<file path="config.mk">
export PLATFORM = sky130hd
export DESIGN_NAME = serial_full_adder
export DESIGN_NICKNAME = d
export VERILOG_FILES = /design/src/rtl/serial_full_adder.sv
export SDC_FILE = /design/constraint.sdc
export NUM_CORES = 1
export LEC_CHECK = 0
export CORE_MARGIN = 5
export CORE_UTILIZATION = 35
export DETAILED_ROUTE_END_ITERATION = 6
export GPL_TIMING_DRIVEN = 0
export PLACE_DENSITY = 0.71
export REMOVE_ABC_BUFFERS = 1
export SYNTH_ARGS = -nofsm -noshare
export SYNTH_HDL_FRONTEND = slang
export SYNTH_SLANG_ARGS = --single-unit
</file>
<file path="constraint.sdc">
create_clock -name clk -period 2.4 [get_ports clk]
set_clock_uncertainty 0.05 [all_clocks]
set_input_delay 0.48 -clock clk [delete_from_list [all_inputs] [get_ports clk]]
set_output_delay 0.48 -clock clk [all_outputs]
set_load 0.1 [all_outputs]
</file>
<file path="src/rtl/serial_full_adder.sv">
// Bit-serial WIDTH-bit adder, LSB first, one full-adder cell and a registered carry.
// done pulses WIDTH+1 cycles after start is accepted; start is ignored while busy.
module serial_full_adder #(
  parameter int WIDTH = 8
) (
  input  logic             clk,
  input  logic             rst,
  input  logic             start,
  input  logic [WIDTH-1:0] a,
  input  logic [WIDTH-1:0] b,
  input  logic             cin,
  output logic             busy,
  output logic             done,
  output logic [WIDTH-1:0] sum,
  output logic             cout,
  output logic             ovf
);

  localparam int CW = $clog2(WIDTH) + 1;

  typedef enum logic [1:0] {IDLE, RUN, FIN} state_t;

  state_t          state;
  logic [WIDTH-1:0] a_sr;
  logic [WIDTH-1:0] b_sr;
  logic             c;
  logic [CW-1:0]    cnt;
  logic             s_bit;
  logic             c_nxt;

  assign s_bit = a_sr[0] ^ b_sr[0] ^ c;
  assign c_nxt = (a_sr[0] & b_sr[0]) | (a_sr[0] & c) | (b_sr[0] & c);

  always_ff @(posedge clk) begin
    if (rst) begin
      state <= IDLE;
      a_sr  <= '0;
      b_sr  <= '0;
      c     <= 1'b0;
      cnt   <= '0;
      busy  <= 1'b0;
      done  <= 1'b0;
      sum   <= '0;
      cout  <= 1'b0;
      ovf   <= 1'b0;
    end else begin
      case (state)
        IDLE, FIN: begin
          // FIN accepts start exactly like IDLE so operations can run back-to-back
          done <= 1'b0;
          if (start) begin
            a_sr  <= a;
            b_sr  <= b;
            c     <= cin;
            cnt   <= '0;
            busy  <= 1'b1;
            state <= RUN;
          end else begin
            busy  <= 1'b0;
            state <= IDLE;
          end
        end
        RUN: begin
          sum  <= {s_bit, sum[WIDTH-1:1]};
          a_sr <= a_sr >> 1;
          b_sr <= b_sr >> 1;
          c    <= c_nxt;
          cnt  <= cnt + CW'(1);
          if (cnt == CW'(WIDTH - 1)) begin
            // c is the carry into the MSB here, c_nxt the carry out of it
            cout  <= c_nxt;
            ovf   <= c ^ c_nxt;
            busy  <= 1'b0;
            done  <= 1'b1;
            state <= FIN;
          end
        end
        default: begin
          busy  <= 1'b0;
          done  <= 1'b0;
          state <= IDLE;
        end
      endcase
    end
  end

endmodule
</file>
After elaboration in Yosys (flattened, before gate mapping)
Cells that the tools add are included.
{ "word_totals": {"inputBits": 20, "reg_bits": 35, "out_inout_bits": 12, "word_cells": 45} }
{ "op_classes": {"n_bitwise": 9, "reduce_logical": 6, "mux": 14, "n_eq_ne": 5, "add_sub_neg": 1} }
{ "op_table": {"columns": ["op", "count"], "rows": [
  ["$pmux 8 s2", 2],
  ["$mux 8", 2],
  ["$pmux 4 s2", 1],
  ["$add 4x1->4 const B", 1],
  ["$eq 4x3->1 const B", 1],
  ["$mux 1", 4],
  ["$mux 4", 1],
  ["$ne 2x2->1 const B", 2],
  ["$pmux 1 s2", 2],
  ["$pmux 2 s2", 1],
  ["$reduce_and 2->1", 2],
  ["$reduce_or 2->1", 2],
  ["$and 1x1->1", 3],
  ["$xor 1x1->1", 3],
  ["$eq 2x1->1 const B", 1],
  ["$eq 2x2->1 const B", 1],
  ["$logic_not 2->1", 1],
  ["$mux 2", 1],
  ["$or 1x1->1", 2],
  ["$reduce_bool 2->1", 1],
  ["$not 1->1", 1]
]} }

Longest topological paths before layout
Gate-level depths: netlist (run 1).
{ "logic_depth": {"depth_word": 4, "depth_mapped": 5, "depth_no_buf": 4} }

Worst setup path after synthesis (run 1)
OpenSTA, ideal clock, no wires.
{ "synth_timing": {"kind": "reg2reg", "from": "reg busy (netlist name)", "to": "reg done", "path_stages_with_launch": 6, "setup_time_ns": 0.070, "slack_ns": 0.562, "n_path_buf": 2, "required_ns": 2.280, "synth_period_minus_slack_ns": 1.838, "t_arrival_ns": 1.718, "path_cell_list": "dfxtp_1 -> and2b_1 -> buf_6 -> buf_6 -> nand2_1 -> a21oi_1"} }
{ "synth_lines": {"columns": ["element", "line_no", "rtl"], "rows": [
  ["end signal, assigned", "42", "done <= 1'b0;"],
  ["end signal, assigned", "50", "done <= 1'b0;"],
  ["end signal, assigned", "74", "done <= 1'b1;"],
  ["end, declared", "13", "output logic done,"]
]} }

Worst setup path after layout (run 1)
{ "layout_timing": {"from": "reg sum[4]", "to": "out sum[4]"} }
{ "layout_lines": {"columns": ["element", "line_no", "rtl"], "rows": [
  ["start, declared", "14", "output logic [WIDTH-1:0] sum,"],
  ["start signal, assigned", "64", "sum <= {s_bit, sum[WIDTH-1:1]};"]
]} }
No word-level cell between the ends.

==> summary.txt, run 1 <==
Logic synthesis
  • Yosys reg bits: 34
  • Synth area leaders: dfxtp_1 (48%), a21oi_1 (11%), a22oi_1 (8.0%)
  • Syn. warnings: 0
  • Area share of the largest cell type after synthesis: 48.3%
  • Synthesized instance count: 156
  • Mean post-synth cell area: 9.03 um^2
  • Post-synth top area cell: dfxtp_1
  • Unique masters post-synth: 25
  • Post-synthesis sequential area ratio: 48.3%
  • Mapped cell area: between 1000 and 1500 um^2

Clock tree
  • Root buffer cell: clkbuf_8
  • TritonCTS sink count: 34
  • Max Root-Sink Buffers: 2
  • CTS tree: yes
  • Clock-pin transition on the worst setup and hold timing paths: 0.07 ns
  • Clk Latency, worst-skew pair: 0.29 ns
  • Num CTS Buffers: 5
  • Setup Buffers After CTS: 0
  • H-tree depth: 2

Global routing
  • Grt total ovfl: 0
  • Largest net degree at the start of global routing: 37
  • Overall routing resource usage: 11.4%
  • First-pass GRT wire length: 4.69 mm
  • Vias in the first global route: approximately 1100
  • Initial antenna violation count: 0

Critical path
  • CP top delay family: buffers and inverters
  • Worst-path fanout max: 3
  • Critical path required time: 1.87 ns
  • Crit-path cells: clkdlybuf4s50_1
  • Setup CP Type: reg -> out
  • Crit path DAT: 1.78 ns
  • Startpoint types: flop
  • Crit-path max cell delay: around 1.1 ns
  • Crit path max-delay cell type: clkdlybuf4s50_1
  • CP bufs+invs: 1
  • Critical Path End Type: primary output

Placed design
  • Hpwl dp: 1.84 mm
  • Dpl cells: 223
  • Placer Congestion: 0.696
  • Port Buffer Count: 31

Routing
  • Antenna Nets Post-Route: 0
  • Post-route DRC: 0
  • Vias after detailed routing: 1177
  • Post-Route M1 WL: 1.26 mm
  • Met3 Wirelength: 228 um
  • Max Used Layer: met4
  • Post-DR vias/cell: 5.10
  • Final WL: 2.85 mm
  • Met2 Routed Length: ~1.3 mm
  • DR WL/cell: between 10 and 15 um
  • Initial DRC Count: 102
  • Iteration count of the initial detailed-routing pass: 4

Timing
  • Hold_ws: roughly 0.4 ns
  • Rel. slew slack: between 10% and 20%
  • Crit share post-route: a little over nine tenths
  • RSZ-0062 raised after global routing: no
  • Tmin final: roughly 2.3 ns
  • Worst-margin pin slew: 1.28 ns
  • Endpoints failing hold: 0
  • Setup TNS: 0 ns
  • Setup Viol. Count Final: 0
  • Maximum clock frequency: roughly 0.43 GHz
  • Final max-slew violation count: 0

Finish
  • Filler cells: a little under 400
  • Nets@finish: ~200
  • Antenna cell count: 0
  • Register area: between 600 and 700 um^2
  • Fin cells: 231
  • Multi-input gate area: 636 um^2
  • Fin util: 46.5%
  • Share of layout cells above drive strength 1: 6.63%
  • Area growth syn-to-layout: 30.2%
  • Commonest cells after routing, fill and taps aside: dfxtp_1 (34), a21oi_1 (30), clkdlybuf4s50_1 (30)
  • Commonest non-fill, non-tap cell in the layout: dfxtp_1

Floorplanning
  • Placeable Area: 3940 um^2
  • Initial Utilization: 35.7%
  • # rows: 23
  • Num ports: 32
  • Die H: 73.4 um
  • Die Area: roughly 5400 um^2
  • Die Wd: 73.4 um

Power and ir drop
  • Peak supply drop: 0.000300 V
  • Power Density: between 700 and 800 nW/um^2
  • Pwr Total: 0.00141 W
  • LEAKAGE: 0.651 nW

Job
  • Max_cap viols: 0

Status
  • Outcome: finished clean

Min path
  • Min-Delay Path Class: reg -> reg
==> stage by stage <==
stage	instance area [um^2]	setup slack, ns
2_1_floorplan	1310	-0.0159
6_report	1830	0.0861
3_5_place_dp	1690	-0.222
5_1_grt	1830	0.0234
4_1_cts	1830	0.0192
3_3_place_gp	1690	-0.254
==> Yosys cell counts <==
master	n
dfxtp_1	34
nor2_1	2
a21oi_1	30
a21o_1	1
nor3b_1	2
a22oi_1	15
mux2_1	1
buf_2	4
nand3_1	19
mux2i_1	1
clkbuf_1	3
nand2b_1	5
a211oi_2	1
nand4_1	2
fa_1	1
xnor2_1	1
nor2b_1	2
a31oi_1	1
buf_6	3
mux2_4	1
nand2_1	20
nand3_2	1
and2b_1	1
buf_4	4
ha_1	1
==> worst register-to-register path: stages (launching register included) <==
cell and delay, ns:
dfxtp_1 0.41, and2b_1 0.84, nand4_1 0.22, mux2_1 0.34
==> per-layer routing <==
metal  track usage [%]  vias up
met1              13.2      535
met2              17.9       36
met4              4.23        0
met5                 0        -
li1                  -      601
met3              5.61        5
==> where the power goes <==
part	switching (W)	total, W	internal, W	leakage [nW]
logic	0.0000957	0.000159	0.0000636	0.302
clock network	0.000204	0.000647	0.000443	0.0714
registers	0.0000150	0.000604	0.000589	0.277
total	0.000314	0.00141	0.00110	0.651
==> area by class of cell <==
cell class	instances	area share [%]
clock buffer	6	4.50
clock inverter	2	3.27
multi-input combinational	108	34.7
tap	50	3.41
timing repair buffer	31	17.1
sequential	34	37.1
==> path summary, 6_finish.rpt <==
| path | start | endpoint | slack (ns) | depth (start not counted) |
|---|---|---|---|---|
| max | sum[4] | sum[4] | 0.09 | 1 |
| min reg2reg | sum[0] | sum[0] | 0.40 | 2 |
| max reg2reg | busy | cnt[3] | 0.43 | 3 |
| min | sum[0] | sum[0] | 0.40 | 2 |
==> sequential cells by signal, summed over array words and instances (netlist names) <==
register  cells
a_sr          8
b_sr          8
busy          1
c             1
cnt           4
cout          1
done          1
ovf           1
state         1
sum           8
==> what timing repair did <==
action | 4_1_cts | 5_1_grt
gates resized for setup | 0 | 1
hold buffers | 0 | 0
setup endpoints to repair | 0 | 1
==> kinds of logic (layout without fill, tap and decap cells) <==
family / after synthesis / in the layout / share of synthesized area (%)
buf+inv: 14 / 39 / 6.75
xor+xnor: 1 / 1 / 0.622
flops: 34 / 34 / 48.3
mux: 3 / 3 / 2.58
fa+ha+maj: 2 / 2 / 2.31
compound gates: 48 / 48 / 20.5
simple gates: 54 / 54 / 18.9
(Power assumes the default switching activity.)
==> run 2: changes to the inputs <==
--- a/config.mk
+++ b/config.mk
@@ -9,6 +9,7 @@
 export CORE_UTILIZATION = 35
 export DETAILED_ROUTE_END_ITERATION = 6
 export GPL_TIMING_DRIVEN = 0
+export HOLD_SLACK_MARGIN = 0.06
 export PLACE_DENSITY = 0.71
 export REMOVE_ABC_BUFFERS = 1
 export SYNTH_ARGS = -nofsm -noshare
==> results of run 2 <==
No change in the layout: final DEF, timing and power equal those of run 1.
==> run 3: changes to the inputs <==
--- a/config.mk
+++ b/config.mk
@@ -12,6 +12,7 @@
 export HOLD_SLACK_MARGIN = 0.06
 export PLACE_DENSITY = 0.71
 export REMOVE_ABC_BUFFERS = 1
+export SKIP_LAST_GASP = 1
 export SYNTH_ARGS = -nofsm -noshare
 export SYNTH_HDL_FRONTEND = slang
 export SYNTH_SLANG_ARGS = --single-unit
==> results of run 3 <==
No change in the layout: final DEF, timing and power equal those of run 1.
